## config.mk

```make
export PLATFORM = sky130hd
export DESIGN_NAME = sbox_iso_map_stage
export DESIGN_NICKNAME = d
export VERILOG_FILES = /design/src/rtl/sbox_iso_map_stage.sv
export SDC_FILE = /design/constraint.sdc
export NUM_CORES = 1
export LEC_CHECK = 0
export CELL_PAD_IN_SITES_DETAIL_PLACEMENT = 1
export CELL_PAD_IN_SITES_GLOBAL_PLACEMENT = 2
export CORE_MARGIN = 5
export CORE_UTILIZATION = 32
export CTS_BUF_LIST = sky130_fd_sc_hd__clkbuf_8
export DETAILED_ROUTE_END_ITERATION = 10
export GPL_ROUTABILITY_DRIVEN = 0
export HOLD_SLACK_MARGIN = 0.02
export PLACE_DENSITY_LB_ADDON = 0.1
export SETUP_SLACK_MARGIN = 0.02
export SKIP_LAST_GASP = 1
export SYNTH_ARGS = -nofsm -noshare
export SYNTH_HDL_FRONTEND = slang
export SYNTH_SLANG_ARGS = --single-unit
```

## constraint.sdc

```tcl
create_clock -name clk -period 1.5 [get_ports clk]
set_clock_uncertainty 0.1 [all_clocks]
set_input_delay 0.3 -clock clk [delete_from_list [all_inputs] [get_ports clk]]
set_output_delay 0.3 -clock clk [all_outputs]
set_load 0.01 [all_outputs]
```

## src/rtl/sbox_iso_map_stage.sv

```systemverilog
// Composite-field AES S-box front end: isomorphic map delta plus the GF(2^4) inverse operand d, valid/ready registered.
// Define SBOX_MAP_PIPE_EN to split delta and the d computation into two registered stages.
`timescale 1ns/1ps
module sbox_iso_map_stage (
    input  logic       clk,
    input  logic       rst_n,
    input  logic       in_valid,
    output logic       in_ready,
    input  logic [7:0] in_data,
    output logic       out_valid,
    input  logic       out_ready,
    output logic [3:0] out_ah,
    output logic [3:0] out_al,
    output logic [3:0] out_d
);

    localparam logic [3:0] LAMBDA = 4'hC;

    function automatic logic [7:0] iso_map(input logic [7:0] q);
        logic [7:0] p;
        p[7] = q[7] ^ q[5];
        p[6] = q[7] ^ q[6] ^ q[4] ^ q[3] ^ q[2] ^ q[1];
        p[5] = q[7] ^ q[5] ^ q[3] ^ q[2];
        p[4] = q[7] ^ q[5] ^ q[3] ^ q[2] ^ q[1];
        p[3] = q[7] ^ q[6] ^ q[2] ^ q[1];
        p[2] = q[7] ^ q[4] ^ q[3] ^ q[2] ^ q[1];
        p[1] = q[6] ^ q[4] ^ q[1];
        p[0] = q[6] ^ q[1] ^ q[0];
        return p;
    endfunction

    // Multiply by x modulo x^4+x+1
    function automatic logic [3:0] xtime4(input logic [3:0] a);
        return {a[2:0], 1'b0} ^ (a[3] ? 4'h3 : 4'h0);
    endfunction

    function automatic logic [3:0] gf16_mul(input logic [3:0] a, input logic [3:0] b);
        logic [3:0] a1, a2, a3;
        a1 = xtime4(a);
        a2 = xtime4(a1);
        a3 = xtime4(a2);
        return (b[0] ? a  : 4'h0) ^ (b[1] ? a1 : 4'h0)
             ^ (b[2] ? a2 : 4'h0) ^ (b[3] ? a3 : 4'h0);
    endfunction

    function automatic logic [3:0] calc_d(input logic [3:0] ah, input logic [3:0] al);
        return gf16_mul(LAMBDA, gf16_mul(ah, ah)) ^ gf16_mul(ah ^ al, al);
    endfunction

    logic [7:0] mapped;
    logic       in_fire;

    always_comb begin
        mapped = iso_map(in_data);
    end

    assign in_fire = in_valid && in_ready;

`ifdef SBOX_MAP_PIPE_EN
    logic       s1_valid;
    logic [3:0] s1_ah;
    logic [3:0] s1_al;
    logic       s1_adv;

    assign s1_adv   = s1_valid && (!out_valid || out_ready);
    assign in_ready = !s1_valid || s1_adv;

    always_ff @(posedge clk or negedge rst_n) begin
        if (!rst_n) begin
            s1_valid <= 1'b0;
            s1_ah    <= '0;
            s1_al    <= '0;
        end else if (in_fire) begin
            s1_valid <= 1'b1;
            s1_ah    <= mapped[7:4];
            s1_al    <= mapped[3:0];
        end else if (s1_adv) begin
            s1_valid <= 1'b0;
        end
    end

    always_ff @(posedge clk or negedge rst_n) begin
        if (!rst_n) begin
            out_valid <= 1'b0;
            out_ah    <= '0;
            out_al    <= '0;
            out_d     <= '0;
        end else if (s1_adv) begin
            out_valid <= 1'b1;
            out_ah    <= s1_ah;
            out_al    <= s1_al;
            out_d     <= calc_d(s1_ah, s1_al);
        end else if (out_ready) begin
            out_valid <= 1'b0;
        end
    end
`else
    assign in_ready = !out_valid || out_ready;

    always_ff @(posedge clk or negedge rst_n) begin
        if (!rst_n) begin
            out_valid <= 1'b0;
            out_ah    <= '0;
            out_al    <= '0;
            out_d     <= '0;
        end else if (in_fire) begin
            out_valid <= 1'b1;
            out_ah    <= mapped[7:4];
            out_al    <= mapped[3:0];
            out_d     <= calc_d(mapped[7:4], mapped[3:0]);
        end else if (out_ready) begin
            out_valid <= 1'b0;
        end
    end
`endif

endmodule
```

==> impl_metrics.toml <==
[critical_path]
cpMostUsedCell = "a221o_1"
cp.required_ps = 1530
crit_cells = 10
max_stage_delay_ps = 480
cp_num_buf_inv = 1
crit_fanout = 5
path_delay_family = "XOR/XNOR gates"
cp-end-kind = "flip-flop"
crit_path_start_kind = "input pin"
path_cells = "buf_6, xor3_2, xnor2_4, xor2_2, ha_4, a221o_1, a221o_1, xnor3_1, xor2_1, o21ai_1"
critPathArrivalTime_ps = 2640
slowest_stage = "xor3_2"
critPathKind = "in2reg"
r2r_cells = 4

[route]
drtPass1Iterations = 3
via_per_inst = 4.584
drc_errors = 0
drt-initial-drc-count = 22
finalWirelength_mm = 3.494
antenna_left = 0
routed-via-count = 1059
wl_per_cell_um = 15.13

[sta]
setup-violations-final = 6
period_needed_ps = 2611
period_share_pct = 174.0
worst_slew_pin_slew_ps = 299.0
setup_ws_ps = -1111
slew_violations = 0
hold_viol_final = 0
rsz0062_at_grt = "yes"
fmaxAchievable_mhz = 383.1
max_slew_margin_pct = 79.92

[finish]
n_fill_cell = 377
syn_to_final_growth_pct = 75.74
finalNonFillerCells = 231
num-nets-final = 201
fin_area_mm2 = 0.002003
antenna_cells = 0
seq_area_um2 = 325.3
layout-drive-gt1-share_pct = 46.49
multi_input_area_um2 = 948.4

[synth]
synth.cell_area_mm2 = 0.001140
yosysMostFrequentCell = "xnor2_1"
ys_top_cells_by_count = "19 x xnor2_1, 13 x dfrtp_1, 13 x nand2_1, 9 x o21ai_0, 7 x xor2_1"
synthArstFlopShare_pct = 100.0
synth_edf_count = 0
synth-seq-cells = 13
ys_seq_area_share_pct = 28.54
synth-warning-count = 0
ys_top_cells_by_area = "dfrtp_1 29%, xnor2_1 15%, xor2_1 5.4%"
synth_nets = 131
synthFlopType = "dfrtp_1"
avgSynthCellArea_um2 = 9.826
synth_cell_types = 34
synth_top_area_share_pct = 28.54
synth_top_area_cell = "dfrtp_1"
netlist_instances = 116

[pwr]
p_per_area_mw_per_mm2 = 1285
peakVddDrop_v = 0.0004145
leakage_nw = 0.9545
finalPower_mw = 2.575

[clock_network]
hold_buffers = 0
htreeDepth = 1
clk_pin_slew_ps = 50
cts_tree = "built"
cts.sinks = 13
ctsRootBufferMaster = "clkbuf_8"
clock_latency_ps = 240
cts_buffers = 3
clockBufferDepth = 2

[place]
dp.cells = 217
hpwlAfterDp_mm = 2.652
io_buffers = 25
dpl_cell_area_mm2 = 0.001704

[outcome]
status = "finished with violations"
violations = "setup timing"

[grt]
grt_pass1_vias = 1197
grt_max_degree = 15
grt_pass1_wl_mm = 5.802
grt_overflow = 0
antenna_found_initial = 0
grt.total_usage_pct = 14.82

[die]
start_util_pct = 33.63
ios = 26
fp.dieW_um = 69.68
coreArea_mm2 = 0.003390
die_h_um = 69.68
fp-row-count = 21
die_area_mm2 = 0.004855

[hold_path]
min_path_type = "in2async"

[job]
maxCapViolations = 0
==> flip-flops by register name (all words and copies together), names as in the netlist <==
register / count
out_al: 4
out_valid: 1
out_ah: 4
out_d: 4
==> where the power goes <==
| part | internal [mW] | switching, mW | total (mW) |
|---|---|---|---|
| Clock | 0.180 | 0.116 | 0.296 |
| Sequential | 0.456 | 0.0479 | 0.504 |
| Combinational | 1.00 | 0.772 | 1.77 |
| Total | 1.64 | 0.936 | 2.57 |
==> final timing paths <==
| path | endpoint | slack, ps | startpoint |
|---|---|---|---|
| min in group clk | out_al[3] | 370 | out_al[3] |
| worst max register to register | out_al[0] | 300 | out_valid |
| worst max-delay path | out_d[1] | -1110 | in_data[2] |
| max in group asynchronous | out_d[2] | 870 | rst_n |
| worst min-delay path | out_ah[3] | 270 | rst_n |
| worst min register to register | out_al[3] | 370 | out_al[3] |
==> through the flow <==
stage / worst slack (ps) / TNS [ps] / hold slack [ps] / util [%]
5_1_grt: -1200 / -3711 / 292.8 / 59.10
2_1_floorplan: -1336 / -3523 / -95.59 / -
3_3_place_gp: -1788 / -9871 / 361.2 / 50.28
4_1_cts: -1093 / -2947 / 273.1 / 55.37
6_report: -1111 / -3172 / 269.6 / 59.10
3_5_place_dp: -1849 / -10550 / 369.7 / 50.28
==> logic make-up (layout without fill, tap and decap cells) <==
family / count (synthesis) / after routing / synth area share (%)
xor gates and xnor gates: 33 / 33 / 34.58
and+or+nand+nor: 30 / 30 / 12.08
AOI/OAI and AO/OA: 20 / 20 / 10.98
DFF: 13 / 13 / 28.54
buffers and inverters: 10 / 79 / 4.171
muxes: 7 / 7 / 6.367
adders and majority gates: 3 / 3 / 3.293
==> cell type report <==
cell class,instances,area share (%)
clock buffers,3,2.061
clock inverters,1,0.1874
inverters,4,0.7495
multi-input cells,93,47.35
flip-flops and latches,13,16.24
well taps,46,2.873
repair buffers,71,30.54
==> metal layers <==
layer / routed length, um / track usage (%)
met4: 141 / 5.957
met2: 1833 / 29.45
met3: 129 / 1.449
met1: 1389 / 15.62
met5: 0 / 0
==> cell usage in the layout (no fill, tap or decap), types with 2 or more instances in the layout <==
cell type / instances
buf_4: 38
dfrtp_1: 13
dlygate4sd2_1: 13
nand2_1: 12
xnor2_1: 12
buf_6: 12
o21ai_1: 6
xor2_1: 5
mux2i_1: 5
nor2_1: 5
inv_1: 4
xnor2_2: 4
xnor2_4: 4
o21ai_0: 4
nand3_1: 4
ha_4: 3
clkbuf_8: 3
clkdlybuf4s50_1: 3
buf_2: 3
xor3_2: 2
xor2_4: 2
xor2_2: 2
nand2b_1: 2
mux2_2: 2
o211ai_1: 2
nor2b_4: 2
a221o_1: 2
==> worst reg2reg max path: stages (launching register included) <==
cell and delay (ps):
dfrtp_1 330, nand2b_1 70, buf_4 140, nand2_2 110, mux2_2 340
==> repair_timing <==
item,CTS,global route
gates resized for setup,78,17
cloned,0,0
pin swaps,24,20
endpoints found under the setup margin,24,12
endpoints found under the hold margin,0,0
buffers inserted,6,7
No activity file was read; power rests on OpenSTA's default activity.
